<file path="config.mk">
export PLATFORM = sky130hd
export DESIGN_NAME = ocp_slave_fsm
export DESIGN_NICKNAME = d
export VERILOG_FILES = /design/src/rtl/ocp_slave_fsm.sv
export SDC_FILE = /design/constraint.sdc
export NUM_CORES = 1
export LEC_CHECK = 0
export ABC_AREA = 0
export CORE_MARGIN = 5
export CORE_UTILIZATION = 35
export CTS_CLUSTER_SIZE = 30
export DETAILED_ROUTE_END_ITERATION = 12
export GPL_TIMING_DRIVEN = 0
export PLACE_DENSITY = 0.89
export SKIP_CTS_REPAIR_TIMING = 1
export SYNTH_ARGS = -nofsm -noshare
export SYNTH_HDL_FRONTEND = slang
export SYNTH_SLANG_ARGS = --single-unit
</file>
<file path="constraint.sdc">
create_clock -name Clk -period 5.7 [get_ports Clk]
set_input_delay 1.14 -clock Clk [delete_from_list [all_inputs] [get_ports Clk]]
set_output_delay 1.14 -clock Clk [all_outputs]
set_load 0.02 [all_outputs]
</file>
<file path="src/rtl/ocp_slave_fsm.sv">
// OCP 2.2 slave controller: WR/RD singles and incrementing precise bursts onto a synchronous backend port.
// Optional macro OCP_SLAVE_WRITE_RESP_EN: accepted writes return DVA instead of being posted.
module ocp_slave_fsm #(
    parameter int unsigned MDATA_WIDTH    = 8,
    parameter int unsigned MADDR_WIDTH    = 64,
    parameter int unsigned MEM_ADDR_WIDTH = 10,
    parameter int unsigned ADDR_SHIFT     = 2
) (
    input  logic                      Clk,
    input  logic                      reset_n,
    input  logic [2:0]                MCmd,
    input  logic [MADDR_WIDTH-1:0]    MAddr,
    input  logic [MDATA_WIDTH-1:0]    MData,
    input  logic [9:0]                MBurstLength,
    input  logic                      MReqLast,
    output logic                      SCmdAccept,
    output logic [1:0]                SResp,
    output logic [MDATA_WIDTH-1:0]    SData,
    output logic                      SRespLast,
    output logic [MEM_ADDR_WIDTH-1:0] mem_addr,
    output logic                      mem_wr_en,
    output logic [MDATA_WIDTH-1:0]    mem_wdata,
    output logic                      mem_rd_en,
    input  logic [MDATA_WIDTH-1:0]    mem_rdata,
    input  logic                      mem_ready,
    output logic                      burst_err
);
    localparam int unsigned WORD_TOP = MEM_ADDR_WIDTH + ADDR_SHIFT;
    localparam int unsigned LEN_W    = 10;

    localparam logic [2:0] CMD_IDLE  = 3'b000;
    localparam logic [2:0] CMD_WR    = 3'b001;
    localparam logic [2:0] CMD_RD    = 3'b010;
    localparam logic [1:0] RESP_NULL = 2'b00;
    localparam logic [1:0] RESP_DVA  = 2'b01;
    localparam logic [1:0] RESP_ERR  = 2'b11;

    typedef enum logic [1:0] {
        S_IDLE,
        S_BURST_WR,
        S_BURST_RD
    } state_t;

    state_t           state_q, state_d;
    logic [LEN_W-1:0] cnt_q, cnt_d;
    logic [1:0]       resp_d;
    logic             last_d;
    logic             rd_q, rd_d;
    logic             err_d;

    logic addr_oor;
    logic cmd_ok;
    logic in_burst;
    logic same_cmd;
    logic exec_ok;
    logic final_beat;
    logic unused_addr_lsbs;

    // Any address bit above the backend word field makes the request unserviceable
    generate
        if (MADDR_WIDTH > WORD_TOP) begin : g_oor
            assign addr_oor = |MAddr[MADDR_WIDTH-1:WORD_TOP];
        end else begin : g_no_oor
            assign addr_oor = 1'b0;
        end
    endgenerate

    assign unused_addr_lsbs = ^MAddr[ADDR_SHIFT-1:0];

    assign cmd_ok   = (MCmd == CMD_WR) || (MCmd == CMD_RD);
    assign in_burst = (state_q != S_IDLE);
    assign same_cmd = ((state_q == S_BURST_WR) && (MCmd == CMD_WR)) ||
                      ((state_q == S_BURST_RD) && (MCmd == CMD_RD));
    assign exec_ok  = cmd_ok && !addr_oor && (!in_burst || same_cmd);

    // Requests that never touch the backend are taken without waiting on mem_ready
    assign SCmdAccept = (MCmd != CMD_IDLE) && (mem_ready || !exec_ok);
    assign final_beat = in_burst ? (cnt_q == LEN_W'(1)) : (MBurstLength <= LEN_W'(1));

    assign mem_addr  = MAddr[WORD_TOP-1:ADDR_SHIFT];
    assign mem_wdata = MData;
    assign mem_wr_en = SCmdAccept && exec_ok && (MCmd == CMD_WR);
    assign mem_rd_en = SCmdAccept && exec_ok && (MCmd == CMD_RD);

    // Backend data arrives in the response cycle, so it is steered straight out
    assign SData = rd_q ? mem_rdata : '0;

    always_comb begin
        state_d = state_q;
        cnt_d   = cnt_q;
        resp_d  = RESP_NULL;
        last_d  = 1'b0;
        rd_d    = 1'b0;
        err_d   = burst_err;

        if (SCmdAccept) begin
            if (!exec_ok) begin
                resp_d  = RESP_ERR;
                last_d  = 1'b1;
                state_d = S_IDLE;
                cnt_d   = '0;
            end else begin
                if (MReqLast != final_beat) begin
                    err_d = 1'b1;
                end
                if (in_burst) begin
                    cnt_d = cnt_q - LEN_W'(1);
                    if (cnt_q == LEN_W'(1)) begin
                        state_d = S_IDLE;
                    end
                end else if (!final_beat) begin
                    cnt_d   = MBurstLength - LEN_W'(1);
                    state_d = (MCmd == CMD_WR) ? S_BURST_WR : S_BURST_RD;
                end
                if (MCmd == CMD_RD) begin
                    resp_d = RESP_DVA;
                    last_d = final_beat;
                    rd_d   = 1'b1;
                end
`ifdef OCP_SLAVE_WRITE_RESP_EN
                else begin
                    resp_d = RESP_DVA;
                    last_d = final_beat;
                end
`endif
            end
        end
    end

    always_ff @(posedge Clk or negedge reset_n) begin
        if (!reset_n) begin
            state_q   <= S_IDLE;
            cnt_q     <= '0;
            SResp     <= RESP_NULL;
            SRespLast <= 1'b0;
            rd_q      <= 1'b0;
            burst_err <= 1'b0;
        end else begin
            state_q   <= state_d;
            cnt_q     <= cnt_d;
            SResp     <= resp_d;
            SRespLast <= last_d;
            rd_q      <= rd_d;
            burst_err <= err_d;
        end
    end

endmodule

</file>
# After elaboration in Yosys (flattened, before gate mapping)
# Index checks and enable logic that the tools add are counted.
[word_totals]
inputBits = 97
register_bits = 17
[classes]
muxes = 19
n_addsub = 2
n_lt_le_gt_ge = 1
n_eq_ne = 8
n_reduce_logical = 21
[op_table]
columns = ["operator", "n"]
rows = [
  ["52-bit OR reduction", 1],
  ["10-bit two-way mux", 3],
  ["10-bit by 1-bit subtractor with 10-bit output (second input constant)", 2],
  ["2-bit two-way mux", 7],
  ["10-bit by 1-bit equality test with 1-bit output (second input constant)", 1],
  ["10-bit by 1-bit <= comparator with 1-bit output (second input constant)", 1],
  ["1-bit logical AND", 8],
  ["1-bit two-way mux", 8],
  ["8-bit two-way mux", 1],
  ["3-bit AND reduction", 2],
  ["1-bit logical OR", 4],
  ["3-bit by 1-bit equality test with 1-bit output (second input constant)", 1],
  ["3-bit by 2-bit equality test with 1-bit output (second input constant)", 1],
  ["1-bit zero test", 3],
  ["3-bit by 2-bit != test with 1-bit output (second input constant)", 1],
  ["3-bit != test (second input constant)", 1],
  ["3-bit nonzero test", 1],
  ["2-bit by 1-bit equality test with 1-bit output (second input constant)", 1],
  ["2-bit equality test (second input constant)", 1],
  ["2-bit AND reduction", 1],
  ["2-bit nonzero test", 1],
  ["1-bit != test", 1],
]

# Logic depth before layout (Yosys ltp)
[depth]
depth_word = 10
ltp_mapped = 8
mapped_depth_nobuf = 7

# Worst setup path after synthesis
# Ideal clock, no wire load.
[synth_path]
path_kind = "input -> output"
from = "input port MAddr[15]"
to = "output port mem_rd_en"
stages = 7
required_ps = 4560
setup_slack_ps = 1936
n_path_buf = 1
arrival_ps = 2624
path_cell_list = "nor4_1 -> nand4_1 -> nor4_4 -> and2b_1 -> buf_6 -> nand3_1 -> nor2_1"
[synth_between]
elab_chain_len = 9
[synth_rtl]
columns = ["item", "line_no", "rtl"]
rows = [
  ["from (decl)", "12", "input logic [MADDR_WIDTH-1:0] MAddr,"],
  ["52-bit OR reduction *", "62", "assign addr_oor = |MAddr[MADDR_WIDTH-1:WORD_TOP];"],
  ["1-bit zero test *", "74", "assign exec_ok = cmd_ok && !addr_oor && (!in_burst || same_cmd);"],
  ["1-bit logical AND * (2 in series)", "74", ""],
  ["1-bit zero test", "-", ""],
  ["1-bit logical OR", "77", "assign SCmdAccept = (MCmd != CMD_IDLE) && (mem_ready || !exec_ok);"],
  ["1-bit logical AND", "77", ""],
  ["1-bit logical AND * (2 in series)", "83", "assign mem_rd_en = SCmdAccept && exec_ok && (MCmd == CMD_RD);"],
  ["to (decl)", "23", "output logic mem_rd_en,"],
]
# Mark *: on every way between the ends. The rest lies on a longest branch, timed or not.

# Worst setup path after layout
[layout_path]
from = "input port MAddr[36]"
to = "output port mem_rd_en"
# Same word-level chain as after synthesis.

==> metrics.yaml <==
async_flop_share_pct: 100
maxSlewHeadroom_pct: 49.3
drt_pass1_iterations: 4
p_per_area_nw_per_um2: 120
gr-total-overflow: 0
tightest_slew_ps: 758
power_uw: 329
yosysSeqAreaShare_pct: 27.4
wl_per_cell_um: 15.8
endpoint_kind: "primary output"
yosysMostFrequentCell: "nand2_1"
root_buffer: "clkbuf_8"
fin_util_pct: 63.5
synthCells: 194
grt_first_pass_wirelength_um: 8880
ant_nets: 0
portBuffers: 108
power_frac_comb_pct: 35.1
drv_cap: 0
critical_path_peak_fanout: 10
grt_usage_pct: 18.4
start_kind: "input port"
grt_pass1_vias: 1847
criticalPathCategory: "in -> out"
synth_fa_ha_area_share_pct: 3.22
clock_sinks: 17
total_leakage_power_nw: 1.10
synth.avg_cell_area_um2: 8.00
arrival_ps: 3790
drive_above_1_share_pct: 9.48
min_path_type: "reg -> reg"
vdd_drop_max_mv: 0.0592
dieArea_um2: 5870
synthesis.nets: 295
synth_area_leaders: "dfrtp_1, buf_4, xor2_1, nand2_1, nor4_1"
ff2ff_path_depth: 7
ys_types: 41
instances_no_fill: 358
synth-warning-count: 0
p_int_uw: 245
dp_hpwl_um: 4700
rr_startpoint: "state_q[1]"
synth_flop_cell: "dfrtp_1"
yosys.area.top_type: "dfrtp_1"
finalNetCount: 408
cp-startpoint: "MAddr[36]"
fin_crit_sh_pct: 86.5
wl_um: 5660
synth_top_area_share_pct: 27.4
slew_viol_final: 0
cp_data_required_time_ps: 4560
syn_to_final_growth_pct: 76.7
synth_top_cells_by_count: "nand2_1, nor2_1, buf_4, dfrtp_1"
syn-cell-area_um2: 1550
worst_r2r_endpoint: "cnt_q[5]"
finalHoldViolCount: 0
switchingPower_uw: 83.4
fin_crit_ps: 4930
synthMuxAreaShare_pct: 2.74
skew_ps: 0.351
ios: 130
r2r_slack_ps: 3370
dr_total_vias: 1818
pre_cts_ws_ps: 809
cts_tree: "done"
synth_compound_area_share_pct: 12.6
die_h_um: 76.6
cts.clk_slew.worst_paths_ps: 70
antenna_cells: 0
cts_max_path_buffers: 2
coreArea_um2: 4320
setup_ws_ps: 770
synth_top_family_by_area: "simple AND/OR/NAND/NOR gates"
dpl.cell_count: 354
crit_end: "mem_rd_en"
setup_viol: 0
start_util_pct: 35.9
swShare_pct: 25.4
rsz0062_at_grt: "no"
drtIter0Drc: 92
viasPerCell: 5.08
drc_errors: 0
fmax_mhz: 203
outcome: "finished, final reports clean"
tns_ps: 0
synth_xor_area_share_pct: 8.46
pwr-share-seq_pct: 37.0
power.share.clock_pct: 27.9
antenna_found_initial: 0
gp_congestion: 0.814
synth-edff-count: 0
grt_start_max_net_pins: 18
htreeDepth: 1
synthSimpleGateAreaFrac_pct: 33.8
die_w_um: 76.6
ys_ff_latch: 17
worst_skew_pair.late_latency_ps: 250
cts_inserted_buffers: 3
rows: 24
[worst min-delay path by stage]
stage              start        end  slack (ps)  cells past startpoint
5_1_grt        burst_err  burst_err         540                      1
2_1_floorplan   cnt_q[4]   cnt_q[4]         470                      2
6_report       burst_err  burst_err         510                      1
4_1_cts        burst_err  burst_err         510                      1
3_3_place_gp   burst_err  burst_err         470                      1
3_5_place_dp   burst_err  burst_err         490                      1
[through the flow]
step                area, um^2  hold slack [ps]
floorplan                 1550              473
global placement          2700              467
detailed placement        2700              489
CTS                       2740              506
global route              2740              543
finish                    2740              507
[cells in the final DEF (no fill, tap or decap), drive strengths merged, types with 4 or more instances in the layout]
cell type	instances
inv	5
o21ai	13
clkbuf	6
xor2	10
nor4	16
buf	21
nor2	19
xnor2	5
nand3	6
and2	8
nor3	10
a21oi	5
dfrtp	17
nand2	22
ha	4
clkdlybuf4s50	108
[flip-flops by register name, summed over array words and instances (netlist names)]
name and count:
state_q 2, SRespLast 1, burst_err 1, cnt_q 10, rd_q 1, SResp 2
[kinds of logic (layout without fill, tap and decap cells)]
logic type	Yosys count	count (layout)
compound gates	29	29
fa+ha+maj	4	4
xor+xnor	15	15
mux	4	4
simple gates	97	97
flops	17	17
buf+inv	28	140
[area by class of cell]
| type | count | area, um^2 |
|---|---|---|
| Fill cell | 374 | 1580 |
| Timing Repair Buffer | 108 | 1080 |
| Multi-Input combinational cell | 149 | 945 |
| Sequential cell | 17 | 425 |
| Buffer | 23 | 164 |
| Tap cell | 52 | 65.1 |
| Clock buffer | 4 | 45.0 |
| Inverter | 5 | 18.8 |
[per-layer routing]
metal | up-vias | GRT usage [%] | wire length, um
met5 | - | 0 | 0
met4 | 0 | 5.94 | 123
met3 | 13 | 3.19 | 349
met2 | 75 | 35.1 | 3060
met1 | 827 | 20.3 | 2130
li1 | 903 | - | -
[critical path, cell delays in order]
cell             delay, ps
clkdlybuf4s50_1        440
nor4_1                 360
nand4_1                210
nor4_4                 370
and2b_1                190
buf_6                  140
nand3_1                160
nor2_1                 150
clkdlybuf4s50_1        630
[power groups by stage]
stage / clock network (mW) / logic [mW] / registers [mW]
after global routing: 0.0967 / 0.122 / 0.122
after CTS: 0.0905 / 0.115 / 0.122
after detailed placement: 0 / 0.115 / 0.124
after global placement: 0 / 0.112 / 0.124
after floorplan: 0 / 0.0353 / 0.125
final: 0.0917 / 0.115 / 0.122
No activity file was read; power rests on OpenSTA's default activity.
